**config.mk**
```make
export PLATFORM = sky130hd
export DESIGN_NAME = ssd_display_arbiter
export DESIGN_NICKNAME = d
export VERILOG_FILES = /design/src/rtl/ssd_display_arbiter.sv
export SDC_FILE = /design/constraint.sdc
export NUM_CORES = 1
export LEC_CHECK = 0
export CAP_MARGIN = 40
export CORE_ASPECT_RATIO = 2
export CORE_MARGIN = 5
export CORE_UTILIZATION = 50
export CTS_BUF_LIST = sky130_fd_sc_hd__clkbuf_8
export CTS_CLUSTER_DIAMETER = 150
export DETAILED_ROUTE_END_ITERATION = 7
export GPL_ROUTABILITY_DRIVEN = 1
export PLACE_DENSITY = 0.89
export SLEW_MARGIN = 30
export SYNTH_ARGS = -nofsm -noshare
export SYNTH_HDL_FRONTEND = slang
export SYNTH_SLANG_ARGS = --single-unit
```
**constraint.sdc**
```tcl
create_clock -name clk -period 4.2 [get_ports clk]
set_input_delay 0.63 -clock clk [delete_from_list [all_inputs] [get_ports clk]]
set_output_delay 0.63 -clock clk [all_outputs]
set_load 0.03 [all_outputs]
```
**src/rtl/ssd_display_arbiter.sv**
```systemverilog
// Round-robin arbiter sharing the 8-digit seven-segment display between NUM_REQ requesters.
// Each grant is held for at least HOLD_CYCLES; the display blanks after an idle timeout.
`timescale 1ns/1ps
module ssd_display_arbiter #(
  parameter int CLK_FREQUENCY    = 100_000_000,
  parameter int NUM_REQ          = 4,
  parameter int HOLD_US          = 1000,
  parameter int BLANK_TIMEOUT_US = 1_000_000
) (
  input  logic                       clk,
  input  logic                       rst,
  input  logic [NUM_REQ-1:0]         req_valid,
  input  logic [32*NUM_REQ-1:0]      req_value,
  input  logic [8*NUM_REQ-1:0]       req_dp,
  output logic [NUM_REQ-1:0]         req_ack,
  output logic [31:0]                display_val,
  output logic [7:0]                 dp,
  output logic                       blank,
  output logic [$clog2(NUM_REQ)-1:0] active_id,
  output logic                       busy
);

  localparam int IW           = $clog2(NUM_REQ);
  localparam int HOLD_CYCLES  = CLK_FREQUENCY / 1_000_000 * HOLD_US;
  localparam int BLANK_CYCLES = CLK_FREQUENCY / 1_000_000 * BLANK_TIMEOUT_US;
  localparam int HW           = $clog2(HOLD_CYCLES + 1);
  // Keep the idle counter at least one bit wide even when blanking is disabled.
  localparam int BW           = (BLANK_CYCLES > 0) ? $clog2(BLANK_CYCLES + 1) : 1;
  localparam bit BLANK_EN     = (BLANK_CYCLES > 0);
  localparam logic [HW-1:0] HOLD_LOAD  = HW'(HOLD_CYCLES - 1);
  localparam logic [BW-1:0] BLANK_LOAD = (BLANK_CYCLES > 0) ? BW'(BLANK_CYCLES - 1) : '0;

  typedef enum logic [1:0] {BLANKED, HOLD, IDLE} state_t;

  state_t              state_reg, state_next;
  logic [IW-1:0]       ptr_reg, ptr_next;
  logic [HW-1:0]       hold_cnt_reg, hold_cnt_next;
  logic [BW-1:0]       idle_cnt_reg, idle_cnt_next;
  logic [31:0]         val_reg, val_next;
  logic [7:0]          dp_reg, dp_next;
  logic                blank_reg, blank_next;
  logic [NUM_REQ-1:0]  ack_reg, ack_next;
  logic [IW-1:0]       id_reg, id_next;
  logic                busy_reg, busy_next;

  logic [31:0]         slot_val [NUM_REQ];
  logic [7:0]          slot_dp  [NUM_REQ];
  logic                grant_hit;
  logic [IW-1:0]       grant_idx;
  logic [IW:0]         cand_sum;
  logic [IW-1:0]       cand_idx;
  logic                do_grant;

  for (genvar gi = 0; gi < NUM_REQ; gi++) begin : g_slot
    assign slot_val[gi] = req_value[32*gi +: 32];
    assign slot_dp[gi]  = req_dp[8*gi +: 8];
  end

  // Scan from the farthest candidate back to ptr+1 so the nearest valid requester wins.
  always_comb begin
    grant_hit = 1'b0;
    grant_idx = '0;
    cand_sum  = '0;
    cand_idx  = '0;
    for (int k = NUM_REQ; k >= 1; k--) begin
      cand_sum = {1'b0, ptr_reg} + (IW+1)'(k);
      if (cand_sum >= (IW+1)'(NUM_REQ))
        cand_sum = cand_sum - (IW+1)'(NUM_REQ);
      cand_idx = cand_sum[IW-1:0];
      if (req_valid[cand_idx]) begin
        grant_hit = 1'b1;
        grant_idx = cand_idx;
      end
    end
  end

  always_comb begin
    state_next    = state_reg;
    ptr_next      = ptr_reg;
    hold_cnt_next = hold_cnt_reg;
    idle_cnt_next = idle_cnt_reg;
    val_next      = val_reg;
    dp_next       = dp_reg;
    blank_next    = blank_reg;
    ack_next      = '0;
    id_next       = id_reg;
    busy_next     = busy_reg;
    do_grant      = 1'b0;

    case (state_reg)
      BLANKED: do_grant = grant_hit;
      IDLE: begin
        if (grant_hit)
          do_grant = 1'b1;
        else if (idle_cnt_reg != '0)
          idle_cnt_next = idle_cnt_reg - BW'(1);
        else if (BLANK_EN) begin
          state_next = BLANKED;
          blank_next = 1'b1;
        end
      end
      HOLD: begin
        if (hold_cnt_reg != '0)
          hold_cnt_next = hold_cnt_reg - HW'(1);
        else if (grant_hit)
          do_grant = 1'b1;
        else begin
          busy_next     = 1'b0;
          idle_cnt_next = BLANK_LOAD;
          state_next    = IDLE;
        end
      end
      default: state_next = BLANKED;
    endcase

    // A grant overrides any idle-timeout decision taken in the same cycle.
    if (do_grant) begin
      val_next      = slot_val[grant_idx];
      dp_next       = slot_dp[grant_idx];
      ack_next      = NUM_REQ'(1) << grant_idx;
      id_next       = grant_idx;
      ptr_next      = grant_idx;
      blank_next    = 1'b0;
      busy_next     = 1'b1;
      hold_cnt_next = HOLD_LOAD;
      state_next    = HOLD;
    end
  end

  always_ff @(posedge clk or negedge rst) begin
    if (!rst) begin
      state_reg    <= BLANKED;
      ptr_reg      <= IW'(NUM_REQ - 1);
      hold_cnt_reg <= '0;
      idle_cnt_reg <= '0;
      val_reg      <= '0;
      dp_reg       <= '0;
      blank_reg    <= 1'b1;
      ack_reg      <= '0;
      id_reg       <= '0;
      busy_reg     <= 1'b0;
    end else begin
      state_reg    <= state_next;
      ptr_reg      <= ptr_next;
      hold_cnt_reg <= hold_cnt_next;
      idle_cnt_reg <= idle_cnt_next;
      val_reg      <= val_next;
      dp_reg       <= dp_next;
      blank_reg    <= blank_next;
      ack_reg      <= ack_next;
      id_reg       <= id_next;
      busy_reg     <= busy_next;
    end
  end

  assign req_ack     = ack_reg;
  assign display_val = val_reg;
  assign dp          = dp_reg;
  assign blank       = blank_reg;
  assign active_id   = id_reg;
  assign busy        = busy_reg;

endmodule

```
==> impl_metrics.env <==
export IMPL_utilization_pct=73.1
export IMPL_finalHoldViolCount=0
export IMPL_yosys_warnings=0
export IMPL_num_fill_cells=848
export IMPL_hold_path_class="input port to async pin"
export IMPL_final_common_cell="nand2_1"
export IMPL_initial_core_util_pct=51.0
export IMPL_clkSinkCount=96
export IMPL_min_period_over_period_pct=76.4
export IMPL_finalNonFillerCells=1073
export IMPL_crit_fanout=53
export IMPL_cts_tree="yes"
export IMPL_grt_pass1_vias=6069
export IMPL_cap_viol_max_count=0
export IMPL_die_x_um=85.9
export IMPL_fin_skew_ns=0.0128
export IMPL_avgRoutedWirePerCell_um=17.9
export IMPL_vias_per_cell=5.64
export IMPL_finalWorstSetupSlack_ns=0.991
export IMPL_syn_to_final_growth_pct=43.3
export IMPL_setup_viol=0
export IMPL_ys_seq_area_share_pct=41.8
export IMPL_power_density_nw_per_um2=580
export IMPL_grt_usage_pct=27.2
export IMPL_synth_cells=730
export IMPL_portBuffers=213
export IMPL_synth_distinct_cells=52
export IMPL_clk_latency_ns=0.37
export IMPL_gp_congestion=0.917
export IMPL_cts_resized=0
export IMPL_dp_cells=1056
export IMPL_finalSetupTns_ns=0
export IMPL_drt_wl_total_um=19200
export IMPL_yosysTopAreaCellShare_pct=40.4
export IMPL_fin_nets=1099
export IMPL_r2r_slack_ns=0.99
export IMPL_synthFlopType="dfrtp_1"
export IMPL_synth_area_leaders="dfrtp_1 (40%), nand2_1 (15%), and3_1 (9.2%)"
export IMPL_cts_buffers=9
export IMPL_rows=55
export IMPL_drc_errors=0
export IMPL_final_max_slew_viol_count=0
export IMPL_syn_area_um2=5760
export IMPL_insertedDiodeCount=0
export IMPL_syn_avg_cell_area_um2=7.89
export IMPL_ios=214
export IMPL_rsz0062_at_grt="false"
export IMPL_vdd_ir_drop_max_uv=337
export IMPL_outcome="finished clean"
export IMPL_p_total_mw=4.79
export IMPL_die_h_um=162
export IMPL_power_leakage_nw=3.63
export IMPL_cp_start_kind="flip-flop"
export IMPL_worstSetupPathType="flip-flop to flip-flop"
export IMPL_first_pass_iters=5
export IMPL_grt_overflow=0
export IMPL_syn_nets=903
export IMPL_grt_max_degree=68
export IMPL_min_period_ns=3.21
export IMPL_final_antenna_net_count=0
export IMPL_cts_htree_levels=3
export IMPL_postCtsSetupRepairBufs=0
export IMPL_coreArea_um2=11300
export IMPL_vias=6052
export IMPL_grt_pass1_wl_um=29700
export IMPL_fmax_mhz=312
export IMPL_largest_reg_flops=32
export IMPL_worst_slew_pin_slew_ns=0.807
export IMPL_layout_common_cells="nand2_1 (232), clkdlybuf4s50_1 (212), dfrtp_1 (93)"
export IMPL_drtIter0Drc=343
export IMPL_cp_required_ns=4.46
export IMPL_clock_root_buffer="clkbuf_8"
export IMPL_die_area_um2=13900
export IMPL_max_slew_margin_pct=46.2
export IMPL_arrival_ns=3.47
export IMPL_cp_end_kind="flip-flop"
export IMPL_synth_seq_cells=96
export IMPL_synth_edff_count=0
export IMPL_cts_buffer_depth=2
export IMPL_yosysTopAreaCell="dfrtp_1"
export IMPL_drive_above_1_share_pct=4.83
export IMPL_path_clk_slew_ns=0.10
export IMPL_async_reset_ff_share_pct=100
export IMPL_hold_buffers=0
export IMPL_dp_slack_ns=1.01
export IMPL_antenna_found_initial=0
export IMPL_dp_hpwl_um=14700
[worst max-delay path, stage by stage, from the launching register on]
cell     delay (ns)
dfrtp_1        0.38
inv_1          0.13
ha_1           0.19
or4b_1         0.55
nor4b_1        0.42
nand2_1        0.14
a211o_2        0.42
buf_4          0.30
buf_12         0.24
o31ai_1        0.29
[power breakdown]
part           total, mW  switching [mW]  internal, mW  leakage [nW]
sequential          1.44           0.217          1.23          1.14
clock              0.542           0.318         0.224        0.0982
combinational       2.80            1.66          1.14          2.39
[routing by layer]
metal	GRT usage (%)	up-vias	wire length, µm
li1	-	2929	-
met1	27.5	2820	6410
met2	49.7	223	10500
met3	5.58	80	1070
met4	16.3	0	1260
met5	0	-	0
[final timing paths]
kind                                       from         endpoint  cells after the start
worst max-delay path            hold_cnt_reg[0]            dp[4]                      9
worst min-delay path                        rst  hold_cnt_reg[0]                      1
worst max register to register  hold_cnt_reg[0]            dp[4]                      9
worst min register to register   display_val[2]   display_val[2]                      2
max in group asynchronous                   rst  idle_cnt_reg[4]                      2
min in group clk                 display_val[2]   display_val[2]                      2
[Yosys cell counts (3+ instances only)]
master	n
or4_1	9
nor2b_1	6
ha_1	7
nand3b_1	3
a211oi_1	3
dfstp_2	3
nor2_1	33
nand3_1	8
clkbuf_1	41
a21o_1	4
or3_1	5
dfrtp_1	93
a31oi_1	8
nor4_1	16
xor2_1	7
o31ai_1	44
and4_1	5
a21oi_1	21
nand2_1	232
xnor2_1	10
inv_1	13
and3_1	85
o21ai_0	24
nor3_1	17
[final cells by class]
type	instances	area [µm²]	area share (%)
sequential	96	2410	29.2
clock inverter	6	27.5	0.334
clock buffer	10	138	1.67
multi-input combinational	577	3140	38.1
timing repair buffer	228	2310	28.0
tap	142	178	2.15
inverter	14	52.6	0.637
[logic make-up (layout without fill, tap and decap cells)]
| logic type | after synthesis | after routing | share of synthesized area, % |
|---|---|---|---|
| and+or+nand+nor | 434 | 434 | 36.1 |
| AOI/OAI and AO/OA | 117 | 117 | 13.8 |
| DFF | 96 | 96 | 41.8 |
| buffers and inverters | 57 | 258 | 3.87 |
| xor gates and xnor gates | 17 | 17 | 2.59 |
| adders and majority gates | 7 | 7 | 1.52 |
| muxes | 2 | 2 | 0.369 |
[stage by stage]
| step | area (µm²) | hold slack [ns] |
|---|---|---|
| 2_1_floorplan | 5760 | 0.334 |
| 3_3_place_gp | 8010 | 0.458 |
| 3_5_place_dp | 8060 | 0.465 |
| 4_1_cts | 8220 | 0.144 |
| 5_1_grt | 8250 | 0.164 |
| 6_report | 8250 | 0.144 |
No activity file was read; power rests on OpenSTA's default activity.
